`src/rtl/mask_allocator_pkg.sv`:
```
// Shared constants for the entry allocator: default sizing and derived widths.
package mask_allocator_pkg;

    localparam int ENTRY_NUM_DEF = 16;
    localparam int REQ_MAX_DEF   = 4;

    // Derived widths for the default sizing: entry index, free count, request count.
    localparam int IDX_W_DEF = $clog2(ENTRY_NUM_DEF);
    localparam int CNT_W_DEF = IDX_W_DEF + 1;
    localparam int REQ_W_DEF = $clog2(REQ_MAX_DEF + 1);

endpackage

```
`src/rtl/one_counter.sv`:
```
// Population count of a bit vector, fully combinational.
module one_counter #(
    parameter int W  = 16,
    parameter int CW = $clog2(W) + 1
) (
    input  logic [W-1:0]  bits_i,
    output logic [CW-1:0] cnt_o
);

    // Unrolled adder chain over every input bit.
    always_comb begin
        cnt_o = '0;
        for (int i = 0; i < W; i++) begin
            cnt_o = cnt_o + CW'(bits_i[i]);
        end
    end

endmodule

```
`src/rtl/mask_allocator.sv`:
```
// Free-list allocator: grants the lowest-index free entries from a bitmap,
// accepts releases and a flush, and tracks a registered free count and a
// sticky illegal-release flag.
module mask_allocator
    import mask_allocator_pkg::*;
#(
    parameter int ENTRY_NUM = ENTRY_NUM_DEF,
    parameter int REQ_MAX   = REQ_MAX_DEF
) (
    input  logic                           clk,
    input  logic                           rst,
    input  logic                           alloc_vld_i,
    input  logic [$clog2(REQ_MAX+1)-1:0]   alloc_cnt_i,
    output logic                           alloc_rdy_o,
    output logic [ENTRY_NUM-1:0]           alloc_mask_o,
    input  logic                           release_vld_i,
    input  logic [ENTRY_NUM-1:0]           release_mask_i,
    input  logic                           flush_i,
    output logic [$clog2(ENTRY_NUM):0]     free_cnt_o,
    output logic                           err_o
);

    localparam int CW = $clog2(ENTRY_NUM) + 1;
    localparam int RW = $clog2(REQ_MAX + 1);

    logic [ENTRY_NUM-1:0] free_q;
    logic [ENTRY_NUM-1:0] free_d;
    logic [CW-1:0]        free_cnt_d;
    logic                 err_d;
    logic                 fire;
    logic [CW-1:0]        taken;

    // Lowest-N select: each entry is granted if free and fewer than N lower
    // entries have already been granted. Grants look at free_q only, so
    // entries released this cycle cannot be handed out until the next one.
    always_comb begin
        alloc_mask_o = '0;
        taken        = '0;
        for (int i = 0; i < ENTRY_NUM; i++) begin
            if (free_q[i] && (taken < CW'(alloc_cnt_i))) begin
                alloc_mask_o[i] = 1'b1;
                taken           = taken + 1'b1;
            end
        end
    end

    // Ready needs enough free entries, a legal count, and no flush in progress.
    always_comb begin
        alloc_rdy_o = (free_cnt_o >= CW'(alloc_cnt_i)) &&
                      (alloc_cnt_i <= RW'(REQ_MAX)) &&
                      !flush_i;
        fire        = alloc_vld_i && alloc_rdy_o;
    end

    // Next bitmap: flush wins; otherwise clear granted bits and set released
    // ones. Releasing an entry that is already free raises the sticky error.
    always_comb begin
        free_d = free_q;
        err_d  = err_o;
        if (release_vld_i && |(release_mask_i & free_q)) begin
            err_d = 1'b1;
        end
        if (flush_i) begin
            free_d = '1;
        end else begin
            if (fire) begin
                free_d = free_d & ~alloc_mask_o;
            end
            if (release_vld_i) begin
                free_d = free_d | release_mask_i;
            end
        end
    end

    one_counter #(
        .W  (ENTRY_NUM),
        .CW (CW)
    ) u_free_cnt (
        .bits_i (free_d),
        .cnt_o  (free_cnt_d)
    );

    // State registers; the count is registered from next-state so it always
    // matches the bitmap it sits beside.
    always_ff @(posedge clk or posedge rst) begin
        if (rst) begin
            free_q     <= '1;
            free_cnt_o <= CW'(ENTRY_NUM);
            err_o      <= 1'b0;
        end else begin
            free_q     <= free_d;
            free_cnt_o <= free_cnt_d;
            err_o      <= err_d;
        end
    end

endmodule
```
`config.mk`:
```
export PLATFORM = sky130hd
export DESIGN_NAME = mask_allocator
export DESIGN_NICKNAME = d
export VERILOG_FILES = /design/src/rtl/mask_allocator_pkg.sv /design/src/rtl/one_counter.sv /design/src/rtl/mask_allocator.sv
export SDC_FILE = /design/constraint.sdc
export NUM_CORES = 1
export LEC_CHECK = 0
export BUFFER_PORTS_ARGS = -buffer_cell sky130_fd_sc_hd__buf_2
export CAP_MARGIN = 10
export CORE_UTILIZATION = 35
export CTS_CLUSTER_SIZE = 28
export DETAILED_ROUTE_END_ITERATION = 10
export SLEW_MARGIN = 40
export SYNTH_ARGS = -nofsm -noshare
export SYNTH_HDL_FRONTEND = slang
export SYNTH_HIERARCHICAL = 1
export SYNTH_SLANG_ARGS = --single-unit
```
`constraint.sdc`:
```
create_clock -name clk -period 38.7 [get_ports clk]
set_input_delay 7.74 -clock clk [delete_from_list [all_inputs] [get_ports clk]]
set_output_delay 7.74 -clock clk [all_outputs]
set_load 0.02 [all_outputs]
```
==> results.json, run 1 <==
{
  "drt_iter0_markers": 193,
  "totalWireLength_mm": 13.0,
  "cts_tree": "yes",
  "synth_edf_count": 0,
  "grt_start_max_net_pins": 27,
  "nFillCells": 1292,
  "synthCells": 558,
  "syn-num-nets": 646,
  "grt_pass1_vias": 4324,
  "grt.overflow.total": 0,
  "synth_area_um2": 4690,
  "cp_slowest_cell": "inv_1",
  "syn_area_per_cell_um2": 8.40,
  "register_area_um2": 572,
  "multi_input_area_um2": 3790,
  "final.period_utilization": 0.953,
  "antenna_found_initial": 0,
  "cts_resized": 0,
  "maxCapViolations": 0,
  "grtUsageTotal": 0.187,
  "synthTopCellsByArea": "ha_1 (14%), dfstp_2 (9.5%), inv_1 (4.8%)",
  "rsz0062_at_grt": "no",
  "yosysWarnings": 6,
  "ys_types": 99,
  "crit_type": "in -> out",
  "cts.htree.levels": 1,
  "period_needed_ns": 36.87,
  "critPathCaptureType": "primary output",
  "critical_path.top_delay_family": "compound AO/OA/AOI/OAI gates",
  "clockRootBuffer": "clkbuf_16",
  "path_buf_inv": 12,
  "yosys.area.top_type": "ha_1",
  "use_met2": 0.312,
  "io_pins": 47,
  "worstMarginPinSlew_ns": 0.890,
  "area_growth_pct": 9.51,
  "top_usage_layer": "met2",
  "hold_class": "reg -> reg",
  "fin_setup_tns_ns": 0,
  "num_rows": 41,
  "first_pass_iters": 4,
  "netlist_top_cells_count": "inv_1 (60), nand2_1 (54), ha_1 (53), a21oi_1 (27), o21ai_0 (26)",
  "cpMostUsedCell": "ha_1",
  "skew_ns": 0.00383,
  "antenna_left": 0,
  "report.final.slew_viol_count": 0,
  "synth.most_common_cell": "inv_1",
  "avgRoutedWirePerCell_um": 17.0,
  "die_h_um": 118,
  "max_freq_mhz": 27.1,
  "nets": 681,
  "crit_path_start_kind": "input pin",
  "n_antenna_cell": 0,
  "hpwl_mm": 10.5,
  "synthArstFlopShare": 1.00,
  "die_x_um": 118,
  "postCtsHoldBufs": 0,
  "synthFlopType": "dfstp_2",
  "numCtsBuffers": 3,
  "place_congestion": 0.851,
  "cpPeakStageDelay_ns": 0.53,
  "grt_first_pass_wirelength_mm": 21.6,
  "drc": 0,
  "clock_latency_ns": 0.25,
  "setup_viol": 0,
  "vias_per_cell": 5.75,
  "crit_required_ns": 30.96,
  "use_met1": 0.265,
  "netlist.area_leader.share": 0.142,
  "worstPathArrival_ns": 29.13,
  "drive_gt1_frac": 0.208,
  "vias": 4396,
  "io_buffers": 46,
  "core_area_um2": 12800,
  "crit_fanout": 26,
  "start_util": 0.365,
  "ys_ff_latch": 22,
  "globalRouteMet3Util": 0.0131,
  "postCtsSetupBuffers": 0,
  "hold_viol": 0,
  "outcome": "completed",
  "path_clk_slew_ns": 0.05,
  "seq_area_frac_synth": 0.122,
  "cts.sinks": 22,
  "relSlewSlack": 0.406,
  "die-area_um2": 13900,
  "clockBufferDepth": 2
}
==> registers in the layout, summed over array words and instances, names as in the netlist <==
signal and flops:
free_q 16, free_cnt_o 5, err_o 1
==> final timing paths <==
kind,startpoint,end,slack [ns],depth (start not counted)
min in group asynchronous,rst,free_cnt_o[2],7.50,2
max in group asynchronous,rst,free_q[6],30.85,2
worst max register to register,free_q[0],free_cnt_o[4],16.06,99
worst min register to register,err_o,err_o,0.50,1
worst min-delay path,err_o,err_o,0.50,1
worst max-delay path,alloc_cnt_i[0],alloc_mask_o[15],1.83,95
==> layout by cell type, fill, tap and decap left out, types with 7 or more instances in the layout <==
master	instances
inv_1	59
nand2_1	54
ha_1	53
buf_2	46
a21oi_1	27
o21ai_0	26
nand3_1	19
nor2_1	17
dfstp_2	17
and2_1	13
a221o_1	12
xnor2_1	12
and3_1	11
nor3_1	11
fa_1	11
nor2b_1	8
a21o_1	8
nand2b_1	8
mux2_2	8
nand4_1	8
a31oi_1	7
==> through the flow <==
step	instance area, um2	util	hold WS, ns	instances	setup slack [ns]
after global placement	5050	0.394	0.495	760	2.33
after detailed placement	5050	0.394	0.498	760	1.93
after global routing	5130	0.400	0.537	764	0.284
after CTS	5130	0.400	0.511	764	1.90
final	5130	0.400	0.496	764	1.83
after floorplan	4690	-	0.480	558	3.56
==> kinds of logic (layout without fill, tap and decap cells) <==
group / after synthesis / in the layout / synth area share
AND/OR/NAND/NOR: 180 / 180 / 0.211
AO/OA/AOI/OAI: 170 / 170 / 0.287
buffers and inverters: 80 / 114 / 0.0697
adder cells (fa/ha/maj): 64 / 64 / 0.189
XOR/XNOR: 25 / 25 / 0.0745
flip-flops: 22 / 22 / 0.122
multiplexers: 17 / 17 / 0.0470
==> worst reg2reg max path: cells and delay by family, from the launching register on <==
kind	cells	cell delay (ns)
AOI/OAI and AO/OA	28	6.39
adders and majority gates	18	5.71
and+or+nand+nor	29	5.25
xor gates and xnor gates	10	2.53
buffers and inverters	11	1.06
muxes	3	1.05
DFF	1	0.56
==> layer usage <==
| layer | vias to the layer above | share of wire | wire [um] |
|---|---|---|---|
| met5 | - | 0 | 0 |
| met4 | 0 | 0.0083 | 108 |
| met3 | 10 | 0.039 | 502 |
| met2 | 114 | 0.47 | 6060 |
| met1 | 2111 | 0.49 | 6330 |
| li1 | 2161 | - | - |
==> layout make-up <==
type	count	share of cell area
Tap cell	172	0.0419
Multi-Input combinational cell	456	0.738
Sequential cell	22	0.111
Timing Repair Buffer	46	0.0449
Inverter	64	0.0483
Clock buffer	4	0.0154
Power of run 1 is not shown: default switching activity piles up to over one toggle a cycle in this logic, so the estimate is an artifact.
==> run 2: changes to the inputs <==
--- a/config.mk
+++ b/config.mk
@@ -7,9 +7,13 @@
 export LEC_CHECK = 0
 export BUFFER_PORTS_ARGS = -buffer_cell sky130_fd_sc_hd__buf_2
 export CAP_MARGIN = 10
+export CELL_PAD_IN_SITES_DETAIL_PLACEMENT = 1
+export CELL_PAD_IN_SITES_GLOBAL_PLACEMENT = 1
+export CORE_MARGIN = 2
 export CORE_UTILIZATION = 35
 export CTS_CLUSTER_SIZE = 28
 export DETAILED_ROUTE_END_ITERATION = 10
+export PLACE_DENSITY_LB_ADDON = 0.1
 export SLEW_MARGIN = 40
 export SYNTH_ARGS = -nofsm -noshare
 export SYNTH_HDL_FRONTEND = slang
==> run 2 against run 1 <==
Net effect:
- final cell count increased by 1.7%
- fmax is 0.27% higher
- non-clock buffer count up 9
- critical endpoint unchanged
- register-to-register slack got worse by 0.13 ns
- wire length up 16%
- sequential share of layout area fell by 0.22 points
- worst hold slack lost 0.032 ns
- utilization down 0.17 points
- highest routed layer unchanged
- largest cell class unchanged
- count of clock-buffer cells in the layout decreased by 1
==> results.json, run 2 (synthesis gave the netlist of run 1 again) <==
{
  "critPathCaptureType": "primary output",
  "skew_ns": 0.00304,
  "mostFrequentLayoutCells": "inv_1 (58), nand2_1 (54), ha_1 (53), buf_2 (46), a21oi_1 (27)",
  "maxCapViolations": 0,
  "top_regs": "free_q: 16 flops, free_cnt_o: 5 flops, err_o: 1 flops",
  "n_antenna_cell": 0,
  "first_pass_iters": 4,
  "drive_gt1_frac": 0.223,
  "numCtsBuffers": 3,
  "crit_fanout": 26,
  "antenna_found_initial": 0,
  "crit_path_start_kind": "input pin",
  "io_pins": 47,
  "cp_slowest_cell": "o41ai_4",
  "regMostFlops": "free_q",
  "clock_latency_ns": 0.26,
  "core_area_um2": 13100,
  "report.final.slew_viol_count": 0,
  "grtUsageTotal": 0.215,
  "vias": 4436,
  "rsz0062_at_grt": "no",
  "cpPeakStageDelay_ns": 0.44,
  "num_rows": 42,
  "layout_commonest_cell": "inv_1",
  "io_buffers": 46,
  "max_freq_mhz": 27.2,
  "area_growth_pct": 11.7,
  "nets": 690,
  "die_x_um": 120,
  "crit_required_ns": 30.96,
  "path_clk_slew_ns": 0.06,
  "worstPathArrival_ns": 29.03,
  "crit_type": "in -> out",
  "drt_iter0_markers": 207,
  "hold_class": "reg -> reg",
  "worstMarginPinSlew_ns": 0.680,
  "cpMostUsedCell": "ha_1",
  "relSlewSlack": 0.543,
  "hpwl_mm": 12.2,
  "totalWireLength_mm": 15.0,
  "postCtsHoldBufs": 0,
  "setup_viol": 0,
  "grt.overflow.total": 0,
  "final.period_utilization": 0.950,
  "cts.sinks": 22,
  "critical_path.top_delay_family": "compound AO/OA/AOI/OAI gates",
  "start_util": 0.357,
  "grt_first_pass_wirelength_mm": 25.1,
  "vias_per_cell": 5.71,
  "grt_start_max_net_pins": 27,
  "outcome": "completed",
  "grt_pass1_vias": 4814,
  "hold_viol": 0,
  "antenna_left": 0,
  "path_buf_inv": 10,
  "avgRoutedWirePerCell_um": 19.4,
  "clockBufferDepth": 2,
  "clockRootBuffer": "clkbuf_16",
  "drc": 0,
  "nFillCells": 1620,
  "period_needed_ns": 36.77,
  "largest_reg_flops": 16,
  "die-area_um2": 14300,
  "fin_setup_tns_ns": 0,
  "place_congestion": 0.843,
  "cts.htree.levels": 1,
  "cts_tree": "yes",
  "die_h_um": 120
}
[run 2: cell types whose count changed in the layout (fill, tap and decap cells not counted), sizes merged]
cell	delta
buf	+9
bufinv	+1
clkbuf	-1
clkinvlp	+1
inv	-1
[run 2: layout make-up]
cell class,instances,area [um2],share of cell area
clock inverters,1,30.0,0.00574
clock buffers,3,75.1,0.0143
flip-flops and latches,22,572,0.109
inverters,64,251,0.0481
repair buffers,55,298,0.0569
well taps,176,220,0.0421
multi-input cells,456,3790,0.724
[run 2: repair_timing]
action / in CTS / in global routing
endpoints found under the setup margin: 0 / 1
gates resized for setup: 0 / 1
buffers inserted: 0 / 6
[run 2: path summary, 6_finish.rpt]
| kind | startpoint | to | slack [ns] | cells after the start |
|---|---|---|---|---|
| min in group asynchronous | rst | free_cnt_o[2] | 7.50 | 2 |
| setup / recovery | alloc_cnt_i[0] | alloc_mask_o[15] | 1.93 | 90 |
| setup reg to reg | free_q[0] | free_cnt_o[4] | 15.93 | 95 |
| hold / removal | err_o | err_o | 0.46 | 1 |
| max in group asynchronous | rst | free_q[8] | 30.84 | 2 |
| hold reg to reg | err_o | err_o | 0.46 | 1 |
[run 2: through the flow]
| step | hold slack (ns) | cells | utilization | setup slack [ns] | cell area, um2 |
|---|---|---|---|---|---|
| after floorplan | 0.480 | 558 | - | 3.56 | 4690 |
| after global placement | 0.438 | 767 | 0.387 | 2.46 | 5080 |
| after detailed placement | 0.446 | 767 | 0.387 | 1.73 | 5080 |
| after CTS | 0.466 | 771 | 0.395 | 1.63 | 5180 |
| after global routing | 0.493 | 777 | 0.398 | 0.0721 | 5230 |
| final | 0.464 | 777 | 0.398 | 1.93 | 5230 |
[run 2: per-layer routing]
metal | wire length (um) | track usage | vias to the layer above
met3 | 425 | 0.0119 | 4
met5 | 0 | 0 | -
li1 | - | - | 2163
met4 | 37 | 0.0169 | 0
met2 | 7330 | 0.383 | 63
met1 | 7250 | 0.299 | 2206
Power of run 2 is left out for the same reason.
==> run 3: changes to the inputs <==
--- a/config.mk
+++ b/config.mk
@@ -8,7 +8,7 @@
 export BUFFER_PORTS_ARGS = -buffer_cell sky130_fd_sc_hd__buf_2
 export CAP_MARGIN = 10
 export CELL_PAD_IN_SITES_DETAIL_PLACEMENT = 1
-export CELL_PAD_IN_SITES_GLOBAL_PLACEMENT = 1
+export CELL_PAD_IN_SITES_GLOBAL_PLACEMENT = 2
 export CORE_MARGIN = 2
 export CORE_UTILIZATION = 35
 export CTS_CLUSTER_SIZE = 28
==> run 3 against run 2 <==
Net effect:
- non-clock buffer count is 6 lower
- count of clock-buffer cells in the layout is 1 higher
- worst hold slack worse by 0.0047 ns
- via count is 0.50% higher
- utilization is 0.54 points lower
- first-iteration DRC count is 1.9% lower
- critical path depth is 1 lower
- design area is 1.4% lower
- worst setup slack better by 0.14 ns
- fmax is 0.38% higher
- largest cell class unchanged
- critical path type unchanged
==> results.json, run 3 (synthesis gave the netlist of run 1 again) <==
{
  "clockRootBuffer": "clkbuf_16",
  "cpPeakStageDelay_ns": 0.43,
  "setup_viol": 0,
  "cts.sinks": 22,
  "first_pass_iters": 4,
  "cp_slowest_cell": "ha_1",
  "detail_route.wirelength.met1_mm": 7.55,
  "grt_pass1_vias": 4714,
  "period_needed_ns": 36.63,
  "numCtsBuffers": 3,
  "report.final.slew_viol_count": 0,
  "vias_per_cell": 5.78,
  "hold_class": "reg -> reg",
  "skew_ns": 0.00153,
  "top_regs": "free_q: 16 flops, free_cnt_o: 5 flops, err_o: 1 flops",
  "grt.overflow.total": 0,
  "drive_gt1_frac": 0.213,
  "final_area_um2": 5160,
  "mostFrequentLayoutCells": "inv_1 (58), nand2_1 (54), ha_1 (53), buf_2 (46), a21oi_1 (27)",
  "critical_path.top_delay_family": "compound AO/OA/AOI/OAI gates",
  "core_area_um2": 13100,
  "highest_layer": "met4",
  "die-area_um2": 14300,
  "hold_viol": 0,
  "io_pins": 47,
  "path_clk_slew_ns": 0.06,
  "wl_met3_um": 368,
  "antenna_found_initial": 0,
  "antenna_left": 0,
  "worstPathArrival_ns": 28.89,
  "rsz0062_at_grt": "no",
  "drt_iter0_markers": 203,
  "fin_setup_tns_ns": 0,
  "cts_tree": "yes",
  "maxCapViolations": 0,
  "cpMostUsedCell": "ha_1",
  "nets": 684,
  "fin_util": 0.393,
  "max_freq_mhz": 27.3,
  "grt_start_max_net_pins": 26,
  "final.period_utilization": 0.947,
  "relSlewSlack": 0.498,
  "num_rows": 42,
  "n_antenna_cell": 0,
  "crit_type": "in -> out",
  "drc": 0,
  "avgRoutedWirePerCell_um": 19.5,
  "outcome": "completed",
  "whs_ns": 0.460,
  "crit_required_ns": 30.96,
  "die_x_um": 120,
  "largest_reg_flops": 16,
  "grt_first_pass_wirelength_mm": 25.0,
  "regMostFlops": "free_q",
  "totalWireLength_mm": 15.1,
  "clockBufferDepth": 2,
  "critPathCaptureType": "primary output",
  "io_buffers": 46,
  "layout_commonest_cell": "inv_1",
  "path_buf_inv": 9,
  "nFillCells": 1624,
  "clock_latency_ns": 0.25,
  "place_congestion": 0.793,
  "die_h_um": 120,
  "postPlaceCellArea_um2": 5080,
  "grtUsageTotal": 0.217,
  "crit_fanout": 13,
  "crit_path_start_kind": "input pin",
  "vias": 4458,
  "hpwl_mm": 12.3,
  "area_growth_pct": 10.2,
  "wl_met2_mm": 7.01,
  "cts.htree.levels": 1,
  "worstMarginPinSlew_ns": 0.747,
  "start_util": 0.357
}
## run 3: final timing paths
kind                                start               end  slack [ns]  cells past startpoint
setup / recovery           alloc_cnt_i[0]  alloc_mask_o[15]        2.07                     89
hold / removal                      err_o             err_o        0.46                      1
setup reg to reg                free_q[0]     free_cnt_o[4]       15.84                     94
hold reg to reg                     err_o             err_o        0.46                      1
max in group asynchronous             rst         free_q[4]       30.85                      2
min in group asynchronous             rst             err_o        7.50                      2
## run 3: layer usage
| metal | up-vias | track usage |
|---|---|---|
| li1 | 2161 | - |
| met1 | 2219 | 0.312 |
| met2 | 64 | 0.365 |
| met3 | 14 | 0.0166 |
| met4 | 0 | 0.0287 |
| met5 | - | 0 |
## run 3: layout make-up
type,instances,area (um2),area share
clock buffers,4,78.8,0.0153
inverters,64,251,0.0487
multi-input cells,456,3790,0.734
flip-flops and latches,22,572,0.111
well taps,176,220,0.0427
repair buffers,49,253,0.0490
## run 3: what timing repair did
action	4_1_cts	5_1_grt
resized for setup	0	1
buffers inserted	0	0
endpoints found under the setup margin	0	1
hold buffers	0	0
## run 3: worst register-to-register path, delay by kind of cell, from the launching register on
family	cells	cell delay, ns
buffers and inverters	9	0.90
DFF	1	0.56
and+or+nand+nor	27	5.01
muxes	5	1.89
AOI/OAI and AO/OA	27	6.58
adders and majority gates	18	5.89
xor gates and xnor gates	8	1.97
## run 3: per-stage QoR
stage / setup WS (ns) / instances
after floorplan: 3.56 / 558
after global placement: 2.54 / 767
after detailed placement: 1.90 / 767
after CTS: 1.80 / 771
after global routing: 0.0903 / 771
final: 2.07 / 771
Power of run 3 is left out for the same reason.
